## src/rtl/button_nibble_entry_if.sv

```systemverilog
// Completed-value handshake between the nibble entry block and its consumer.
// The producer holds value/value_valid stable until value_ready is seen.
interface button_nibble_entry_if;
    logic [15:0] value;
    logic        value_valid;
    logic        value_ready;

    modport master (output value, output value_valid, input value_ready);
    modport slave  (input value, input value_valid, output value_ready);
endinterface

```

## src/rtl/button_nibble_entry.sv

```systemverilog
// Two-button 16-bit value entry: INC steps the working nibble, NEXT commits it (MSB first).
// The completed value is offered on a valid/ready port; edit outputs drive the nibble display.
module button_nibble_entry #(
    parameter int unsigned DEBOUNCE_CYCLES = 120_000,
    parameter int unsigned TIMEOUT_CYCLES  = 60_000_000
) (
    input  logic                          clk,
    input  logic                          rst_n,
    input  logic                          i_btn_inc_n,
    input  logic                          i_btn_next_n,
    button_nibble_entry_if.master         o_value_if,
    output logic [1:0]                    o_edit_sel,
    output logic [3:0]                    o_edit_nibble,
    output logic                          o_busy
);
    localparam int unsigned DW       = (DEBOUNCE_CYCLES > 1) ? $clog2(DEBOUNCE_CYCLES) : 1;
    localparam int unsigned TW       = (TIMEOUT_CYCLES > 1) ? $clog2(TIMEOUT_CYCLES) : 1;
    localparam bit          TMO_EN   = (TIMEOUT_CYCLES != 0);
    localparam logic [DW-1:0] DEB_LAST = DW'(DEBOUNCE_CYCLES - 1);
    localparam logic [TW-1:0] TMO_LAST = TW'(TMO_EN ? (TIMEOUT_CYCLES - 1) : 0);

    typedef enum logic {ST_ENTRY = 1'b0, ST_PRESENT = 1'b1} state_t;

    // Index 0 = INC, index 1 = NEXT.
    logic [1:0]    w_btn_raw;
    logic [1:0]    r_sync1;
    logic [1:0]    r_sync2;
    logic [1:0]    r_deb;
    logic [1:0]    r_evt;
    logic [DW-1:0] r_deb_cnt [2];

    state_t        r_state;
    state_t        w_state_nxt;
    logic [11:0]   r_shadow;
    logic [1:0]    r_edit_sel;
    logic [3:0]    r_edit_nibble;
    logic [15:0]   r_value;
    logic          r_valid;
    logic          r_busy;
    logic [TW-1:0] r_tmo_cnt;

    logic [11:0]   w_shadow_nxt;
    logic [1:0]    w_sel_nxt;
    logic [3:0]    w_nib_nxt;
    logic [15:0]   w_value_nxt;
    logic          w_valid_nxt;
    logic [TW-1:0] w_tmo_nxt;
    logic          w_inc_evt;
    logic          w_next_evt;
    logic          w_partial;
    logic          w_handshake;

    assign w_btn_raw   = {i_btn_next_n, i_btn_inc_n};
    assign w_next_evt  = r_evt[1];
    assign w_inc_evt   = r_evt[0] & ~r_evt[1];
    assign w_partial   = (r_edit_sel != 2'd0) || (r_edit_nibble != 4'd0);
    assign w_handshake = r_valid & o_value_if.value_ready;

    // Synchronize, debounce and edge-detect both buttons; a press is a 1-cycle event.
    always_ff @(posedge clk or negedge rst_n) begin
        if (!rst_n) begin
            r_sync1 <= 2'b11;
            r_sync2 <= 2'b11;
            r_deb   <= 2'b11;
            r_evt   <= 2'b00;
            for (int b = 0; b < 2; b++) begin
                r_deb_cnt[b] <= '0;
            end
        end else begin
            r_sync1 <= w_btn_raw;
            r_sync2 <= r_sync1;
            for (int b = 0; b < 2; b++) begin
                r_evt[b] <= 1'b0;
                if (r_sync2[b] == r_deb[b]) begin
                    r_deb_cnt[b] <= '0;
                end else if (r_deb_cnt[b] == DEB_LAST) begin
                    r_deb[b]     <= r_sync2[b];
                    r_deb_cnt[b] <= '0;
                    r_evt[b]     <= ~r_sync2[b];
                end else begin
                    r_deb_cnt[b] <= r_deb_cnt[b] + DW'(1);
                end
            end
        end
    end

    // FSM state register.
    always_ff @(posedge clk or negedge rst_n) begin
        if (!rst_n) begin
            r_state <= ST_ENTRY;
        end else begin
            r_state <= w_state_nxt;
        end
    end

    // Next-state: the fourth commit presents the value, the handshake returns to entry.
    always_comb begin
        w_state_nxt = r_state;
        case (r_state)
            ST_ENTRY: begin
                if (w_next_evt && (r_edit_sel == 2'd3)) begin
                    w_state_nxt = ST_PRESENT;
                end else begin
                    w_state_nxt = ST_ENTRY;
                end
            end
            ST_PRESENT: begin
                if (w_handshake) begin
                    w_state_nxt = ST_ENTRY;
                end else begin
                    w_state_nxt = ST_PRESENT;
                end
            end
            default: w_state_nxt = ST_ENTRY;
        endcase
    end

    // Output/datapath next values: edit, commit, timeout and handshake effects.
    always_comb begin
        w_shadow_nxt = r_shadow;
        w_sel_nxt    = r_edit_sel;
        w_nib_nxt    = r_edit_nibble;
        w_value_nxt  = r_value;
        w_valid_nxt  = r_valid;
        w_tmo_nxt    = '0;
        case (r_state)
            ST_ENTRY: begin
                if (w_next_evt) begin
                    case (r_edit_sel)
                        2'd0:    w_shadow_nxt[11:8] = r_edit_nibble;
                        2'd1:    w_shadow_nxt[7:4]  = r_edit_nibble;
                        2'd2:    w_shadow_nxt[3:0]  = r_edit_nibble;
                        default: w_shadow_nxt       = r_shadow;
                    endcase
                    w_nib_nxt = 4'd0;
                    if (r_edit_sel == 2'd3) begin
                        w_value_nxt = {r_shadow, r_edit_nibble};
                        w_valid_nxt = 1'b1;
                        w_sel_nxt   = 2'd0;
                    end else begin
                        w_sel_nxt = r_edit_sel + 2'd1;
                    end
                end else if (w_inc_evt) begin
                    w_nib_nxt = r_edit_nibble + 4'd1;
                end else if (!w_partial || !TMO_EN) begin
                    w_tmo_nxt = '0;
                end else if (r_tmo_cnt == TMO_LAST) begin
                    w_shadow_nxt = 12'd0;
                    w_sel_nxt    = 2'd0;
                    w_nib_nxt    = 4'd0;
                end else begin
                    w_tmo_nxt = r_tmo_cnt + TW'(1);
                end
            end
            ST_PRESENT: begin
                if (w_handshake) begin
                    w_valid_nxt  = 1'b0;
                    w_shadow_nxt = 12'd0;
                end else begin
                    w_valid_nxt = r_valid;
                end
            end
            default: begin
                w_valid_nxt = r_valid;
            end
        endcase
    end

    // Datapath and output registers.
    always_ff @(posedge clk or negedge rst_n) begin
        if (!rst_n) begin
            r_shadow      <= 12'd0;
            r_edit_sel    <= 2'd0;
            r_edit_nibble <= 4'd0;
            r_value       <= 16'd0;
            r_valid       <= 1'b0;
            r_busy        <= 1'b0;
            r_tmo_cnt     <= '0;
        end else begin
            r_shadow      <= w_shadow_nxt;
            r_edit_sel    <= w_sel_nxt;
            r_edit_nibble <= w_nib_nxt;
            r_value       <= w_value_nxt;
            r_valid       <= w_valid_nxt;
            r_busy        <= (w_state_nxt == ST_PRESENT) || (w_sel_nxt != 2'd0) || (w_nib_nxt != 4'd0);
            r_tmo_cnt     <= w_tmo_nxt;
        end
    end

    assign o_value_if.value       = r_value;
    assign o_value_if.value_valid = r_valid;
    assign o_edit_sel             = r_edit_sel;
    assign o_edit_nibble          = r_edit_nibble;
    assign o_busy                 = r_busy;
endmodule

```

## src/flat_wrapper.sv

```systemverilog
// flat-port wrapper written by rule: the top's interface ports become plain ports
module button_nibble_entry_flat 
#(
    parameter int unsigned DEBOUNCE_CYCLES = 120_000,
    parameter int unsigned TIMEOUT_CYCLES  = 60_000_000
)
  (clk, rst_n, i_btn_inc_n, i_btn_next_n, o_edit_sel, o_edit_nibble, o_busy, o_value_if_value, o_value_if_value_valid, o_value_if_value_ready);
  button_nibble_entry_if o_value_if_i ();
  input  logic clk;
  input  logic rst_n;
  input  logic i_btn_inc_n;
  input  logic i_btn_next_n;
  output logic [1:0] o_edit_sel;
  output logic [3:0] o_edit_nibble;
  output logic o_busy;
  output wire logic [$bits(o_value_if_i.value)-1:0] o_value_if_value;
  output wire logic [$bits(o_value_if_i.value_valid)-1:0] o_value_if_value_valid;
  input wire logic [$bits(o_value_if_i.value_ready)-1:0] o_value_if_value_ready;
  assign o_value_if_value = o_value_if_i.value;
  assign o_value_if_value_valid = o_value_if_i.value_valid;
  assign o_value_if_i.value_ready = o_value_if_value_ready;
  button_nibble_entry #(.DEBOUNCE_CYCLES(DEBOUNCE_CYCLES), .TIMEOUT_CYCLES(TIMEOUT_CYCLES)) u_core (.clk(clk), .rst_n(rst_n), .i_btn_inc_n(i_btn_inc_n), .i_btn_next_n(i_btn_next_n), .o_value_if(o_value_if_i), .o_edit_sel(o_edit_sel), .o_edit_nibble(o_edit_nibble), .o_busy(o_busy));
endmodule
```

## config.mk

```make
export PLATFORM = sky130hd
export DESIGN_NAME = button_nibble_entry_flat
export DESIGN_NICKNAME = d
export VERILOG_FILES = /design/src/rtl/button_nibble_entry_if.sv /design/src/rtl/button_nibble_entry.sv /design/src/flat_wrapper.sv
export SDC_FILE = /design/constraint.sdc
export NUM_CORES = 1
export LEC_CHECK = 0
export CAP_MARGIN = 20
export CORE_ASPECT_RATIO = 0.6
export CORE_MARGIN = 4
export CORE_UTILIZATION = 35
export CTS_BUF_LIST = sky130_fd_sc_hd__clkbuf_4
export DETAILED_ROUTE_END_ITERATION = 8
export PLACE_DENSITY = 0.5
export SLEW_MARGIN = 20
export SYNTH_ARGS = -nofsm -noshare
export SYNTH_HDL_FRONTEND = slang
export SYNTH_SLANG_ARGS = --single-unit
```

## constraint.sdc

```tcl
create_clock -name clk -period 3.9 [get_ports clk]
set_input_delay 0.585 -clock clk [delete_from_list [all_inputs] [get_ports clk]]
set_output_delay 0.585 -clock clk [all_outputs]
set_load 0.02 [all_outputs]
```

==> results of run 1 <==
logic make-up (layout without fill, tap and decap cells):
logic type | Yosys count | in the layout
AO/OA/AOI/OAI | 38 | 38
flip-flops | 105 | 105
multiplexers | 18 | 18
XOR/XNOR | 56 | 56
AND/OR/NAND/NOR | 212 | 212
buffers and inverters | 31 | 60
adder cells (fa/ha/maj) | 9 | 9
worst max-delay path: stages (launching register included):
cell and delay (ps):
dfrtp_1 660, inv_1 130, ha_1 250, nor4bb_1 160
nor4_1 420, nand2_1 620, nor2_1 280
registers in the layout, indices dropped and copies added (netlist names):
register,cells
u_core.r_deb_cnt,34
u_core.r_sync1,2
u_core.o_value_if.value_valid,1
u_core.r_tmo_cnt,26
u_core.o_busy,1
u_core.r_evt,2
u_core.o_edit_sel,2
u_core.r_sync2,2
u_core.o_edit_nibble,4
u_core.r_shadow,12
u_core.r_state,1
u_core.r_deb,2
u_core.o_value_if.value,16
cell type report:
class	count	area, sq um
flip-flops and latches	105	2640
fillers	1359	8180
well taps	192	240
inverters	13	48.8
clock buffers	10	75.1
repair buffers	31	313
clock inverters	6	50.0
multi-input cells	333	2170
layer usage:
metal	part of all wire, %	track usage [%]	up-vias
met5	0	0	-
met4	0.78	3.34	0
met3	4.0	3.78	6
met2	39	17.9	67
met1	56	21.8	1644
li1	-	-	1682
metrics by stage:
| stage | total power [mW] | instances | instance area [sq um] |
|---|---|---|---|
| 5_1_grt | 1.78 | 690 | 5530 |
| 6_report | 1.70 | 690 | 5530 |
| 3_3_place_gp | 1.19 | 674 | 5410 |
| 4_1_cts | 1.73 | 690 | 5530 |
| 3_5_place_dp | 1.20 | 674 | 5410 |
| 2_1_floorplan | 1.15 | 469 | 4920 |
cells in the mapped netlist (3+ instances only):
cell type	number	area, sq um
nor2b_1	3	18.8
a21oi_1	5	25.0
nand2_1	32	120
clkbuf_1	18	67.6
inv_1	13	48.8
nor3_1	12	60.1
nand4_1	15	93.8
a32o_1	12	120
xor2_1	31	272
xnor2_1	25	219
and4_1	3	26.3
nor4_1	7	43.8
ha_1	9	113
mux2_2	15	169
o21ai_0	11	55.1
mux2i_1	3	30.0
a31oi_1	3	18.8
nand3_1	25	125
nor2_1	75	282
nor4bb_1	4	40.0
dfstp_2	6	158
dfrtp_1	99	2480
nand3b_1	3	22.5
and3_1	15	93.8
power by group through the flow:
stage / logic [mW] / clock network (mW) / registers (mW)
floorplan: 0.0259 / 0 / 1.13
global placement: 0.0628 / 0 / 1.13
detailed placement: 0.0636 / 0 / 1.13
CTS: 0.0639 / 0.558 / 1.11
global route: 0.0723 / 0.597 / 1.11
finish: 0.0609 / 0.524 / 1.11
how the worst max path moves through the flow:
stage                       startpoint  slack (ps)                    to
6_report       u_core.o_edit_nibble[0]        1270  u_core.r_tmo_cnt[21]
5_1_grt        u_core.o_edit_nibble[0]        1020  u_core.r_tmo_cnt[16]
4_1_cts        u_core.o_edit_nibble[0]        1250  u_core.r_tmo_cnt[21]
3_5_place_dp      u_core.r_tmo_cnt[13]        1290  u_core.r_tmo_cnt[21]
3_3_place_gp   u_core.o_edit_nibble[0]        1360         u_core.o_busy
2_1_floorplan  u_core.o_edit_nibble[0]        1540         u_core.o_busy
==> results.toml, run 1 <==
[layout]
final_cell_mix = "dfrtp_1, nor2_1, nand2_1, xor2_1, clkdlybuf4s50_1"
areaGrowthSynthToFinish_pct = 12.4
post-route-util_pct = 40.4
finalNetCount = 507
drive_gt1_share_pct = 9.24
antenna_cells = 0
final_common_cell = "dfrtp_1"

[die]
core-area_sq_mm = 0.0137
die-width_um = 161
rows = 33
chipHeight_um = 99.8
io_pins = 29
start_util_pct = 35.9
dieArea_sq_mm = 0.0161

[global_route]
grt_pass1_wl_um = 17600
track_usage_pct = 13.7
grt_max_degree = 57
grt_overflow = 0
grt_pass1_vias = 3328
antenna_found_initial = 0

[setup_path]
reg2reg_depth = 6
worst-path-max-fanout = 25
crit_type = "flip-flop to flip-flop"
r2r-start = "u_core.o_edit_nibble[0]"
critPathArrivalTime_ps = 3010
critPathLaunchType = "flip-flop"
crit_required_ps = 4280
crit_path_end_kind = "flip-flop"
r2r-end = "u_core.r_tmo_cnt[21]"
r2r_setup_slack_ps = 1270

[sta]
timing.fmax_ghz = 0.380
slew_headroom_pct = 28.4
tns_ps = 0
tightest_slew_ps = 1060
period_share_pct = 67.5
whs_ps = 143
setup_viol = 0
maxSlewViolCount = 0
rsz0062_at_grt = "false"
fin_worst_skew_ps = 22.4
hold_viol_final = 0
period_needed_ps = 2630
setup_ws_ps = 1270

[clock_tree]
cts_buffers = 9
cts-hold-fix-buffers = 0
clock_latency_ps = 470
cts_resized = 0
cts_max_path_buffers = 2
clk_pin_slew_ps = 170
cts_tree = "built"
cts_root_buf = "clkbuf_4"
postCtsSetupRepairBufs = 0
cts_sinks = 105
cts_max_level = 3

[min_path]
hold_path_class = "input pin to asynchronous set/reset pin"

[synth]
syn_inst = 469
yosysSeqAreaShare_pct = 53.5
synthesis.nets = 483
synth_top_flop_cell = "dfrtp_1"
async_flop_share_pct = 100
muxShareOfSynthArea_pct = 4.04
synthAdderAreaFrac_pct = 2.29
synthSimpleGateAreaFrac_pct = 22.1
synth_xor_area_share_pct = 9.97
yosysWarnings = 0
avgSynthCellArea_sq_um = 10.5
netlist_area_sq_mm = 0.00492
synth_compound_area_share_pct = 5.64
ys_types = 43
synth_edf_count = 0
synth_seq_cells = 105
synth_top_family_by_area = "simple AND/OR/NAND/NOR gates"

[detailed_routing]
wirelength_um = 10300
dr.first_iter.drc_count = 243
viasPerCell = 4.93
drtAntennaViolNets = 0
wl_per_cell_um = 14.9
drc_errors = 0
num_vias = 3399
first_pass_iters = 5

[power]
switching_power_mw = 0.430
ir_drop_uv = 134
p_sw_share_pct = 25.4
p_seq_share_pct = 65.5
intPower_mw = 1.27
p_per_area_mw_per_mm2 = 307
pwr-share-comb_pct = 3.6
power_frac_clock_pct = 30.9
p_leak_nw = 2.33

[run_status]
status = "finished, final reports clean"

[placed_design]
dpl.hpwl_um = 7210
post-place-ws_ps = 1290
place.gp.congestion = 0.808
port_buffers = 28

[flow_run]
drv_cap = 0
(Power assumes the default switching activity.)
==> inputs of run 2 (changes only) <==
- PLACE_DENSITY: 0.5 -> 0.51
- clock period: 3.9 -> 2.3 ns (I/O delays scaled with it)
==> run 2 against run 1 <==
Against the previous run: critical path depth is 1 lower; via count rose by 3.5%; critical path type unchanged; sequential share of layout area down 2.5 points; final cell count rose by 4.3%; clock skew up 8.1 ps; worst hold slack better by 140 ps; power grew 85%; wire length up 5.2%; first-iteration DRC count grew 27%; die area unchanged; flip-flop and latch count unchanged.
==> results.toml, run 2 (synthesized netlist as in run 1, its figures left out) <==
[sta]
timing.fmax_ghz = 0.439
hold_viol_final = 0
period_needed_ps = 2280
slew_headroom_pct = 57.8
tightest_slew_ps = 627
setup_viol = 0
period_share_pct = 99.0
maxSlewViolCount = 0
rsz0062_at_grt = "true"
fin_worst_skew_ps = 30.5

[flow_run]
drv_cap = 0

[die]
dieArea_sq_mm = 0.0161
chipHeight_um = 99.8
rows = 33
io_pins = 29
core-area_sq_mm = 0.0137
start_util_pct = 35.9
die-width_um = 161

[layout]
final_common_cell = "dfrtp_1"
largest_reg_flops = 34
nFillCells = 1305
drive_gt1_share_pct = 14.6
final_area_sq_mm = 0.00584
top_register = "u_core.r_deb_cnt"
multi_input_area_sq_mm = 0.00218
antenna_cells = 0
final_cell_mix = "dfrtp_1, nor2_1, nand2_1, xor2_1, buf_4"
finalNetCount = 537
final-seq-area_sq_mm = 0.00264
areaGrowthSynthToFinish_pct = 18.6

[setup_path]
r2r-start = "u_core.r_tmo_cnt[12]"
r2r-end = "u_core.o_busy"
critPathLaunchType = "flip-flop"
worst-path-max-fanout = 5
crit_type = "flip-flop to flip-flop"
r2r_setup_slack_ps = 20
critPathArrivalTime_ps = 2640
crit_path_end_kind = "flip-flop"
reg2reg_depth = 5
crit_required_ps = 2670

[placed_design]
dpl.hpwl_um = 7680
placed_area_sq_mm = 0.00563
port_buffers = 28
place.gp.congestion = 0.896

[clock_tree]
cts_tree = "built"
cts_sinks = 105
clk_pin_slew_ps = 180
cts_max_level = 3
clock_latency_ps = 470
cts_root_buf = "clkbuf_4"
cts_max_path_buffers = 2
cts_buffers = 9

[detailed_routing]
viasPerCell = 4.89
drtAntennaViolNets = 0
drc_errors = 0
num_vias = 3518
wirelength_um = 10800
first_pass_iters = 5
dr.first_iter.drc_count = 308
wl_per_cell_um = 15.0

[min_path]
hold_depth = 1
hp-start = "i_btn_next_n"
min_to = "u_core.r_sync1[1]"
hold_path_class = "input pin to flip-flop"

[global_route]
antenna_found_initial = 0
met1_usage_pct = 22.8
grt_max_degree = 51
grt_pass1_vias = 3444
track_usage_pct = 14.3
grt_overflow = 0
grt.met3_usage_pct = 3.57
grt_pass1_wl_um = 18300
use_met2_pct = 18.9
top_usage_layer = "met1"

[power]
p_per_area_mw_per_mm2 = 539
ir_drop_uv = 303
power_mw = 3.14
p_leak_nw = 2.52

[run_status]
status = "finished, final reports clean"
[run 2: changes by cell type in the layout (fill, tap and decap cells not counted), sizes merged]
cell         delta
bufinv          +2
clkinv          -1
clkbuf          -1
buf            +29
clkinvlp        -1
dlygate4sd3     +1
inv             +1
[run 2: worst max-delay path by stage]
stage | slack (ps) | cells after the start | endpoint | from
after floorplan | 20 | 8 | u_core.o_busy | u_core.o_edit_nibble[1]
after global placement | 70 | 5 | u_core.o_busy | u_core.r_tmo_cnt[13]
after global routing | -90 | 5 | u_core.o_busy | u_core.r_tmo_cnt[13]
final | 20 | 5 | u_core.o_busy | u_core.r_tmo_cnt[12]
after CTS | -6 | 5 | u_core.o_busy | u_core.r_tmo_cnt[13]
after detailed placement | 20 | 5 | u_core.o_busy | u_core.r_tmo_cnt[13]
[run 2: layout make-up]
| class | instances | area share [%] |
|---|---|---|
| inverter | 13 | 0.836 |
| clock inverter | 7 | 1.87 |
| tap | 192 | 4.12 |
| multi-input combinational | 333 | 37.4 |
| timing repair buffer | 61 | 9.48 |
| clock buffer | 9 | 1.16 |
| sequential | 105 | 45.2 |
[run 2: report_power, final]
group | switching (mW) | internal (mW) | total [mW] | leakage [nW]
clock | 0.677 | 0.466 | 1.14 | 0.0950
combinational | 0.0765 | 0.0419 | 0.118 | 0.982
sequential | 0.0167 | 1.87 | 1.88 | 1.44
total | 0.770 | 2.37 | 3.14 | 2.52
[run 2: worst max-delay path, stage by stage (launching register included)]
cell     delay, ps
dfrtp_1        430
or4b_4         530
nor4b_4        320
nand4_2        150
a211o_1        280
or4b_1         460
[run 2: per-stage QoR]
stage	hold WS [ps]	instances	setup TNS (ps)	util, %	setup WS (ps)
floorplan	49.4	469	0	-	19.8
global placement	334	702	0	41.1	71.5
detailed placement	341	702	0	41.1	15.5
CTS	236	719	-5.55	42.4	-5.55
global route	218	720	-86.1	42.6	-86.1
finish	287	720	0	42.6	23.2
[run 2: layer usage]
| metal | vias to the layer above | wire length (um) |
|---|---|---|
| met4 | 0 | 122 |
| li1 | 1744 | - |
| met3 | 8 | 487 |
| met2 | 79 | 4200 |
| met1 | 1687 | 5990 |
| met5 | - | 0 |
[run 2: what timing repair did]
item | in CTS | in global routing
setup endpoints to repair | 1 | 13
buffers inserted | 0 | 1
resized for setup | 0 | 2
hold endpoints to repair | 34 | 0
hold buffers | 1 | 0
==> inputs of run 3 (changes only) <==
- CAP_MARGIN: 20 -> default
==> results of run 3 <==
Final layout, timing and power as in run 2 (identical DEF).
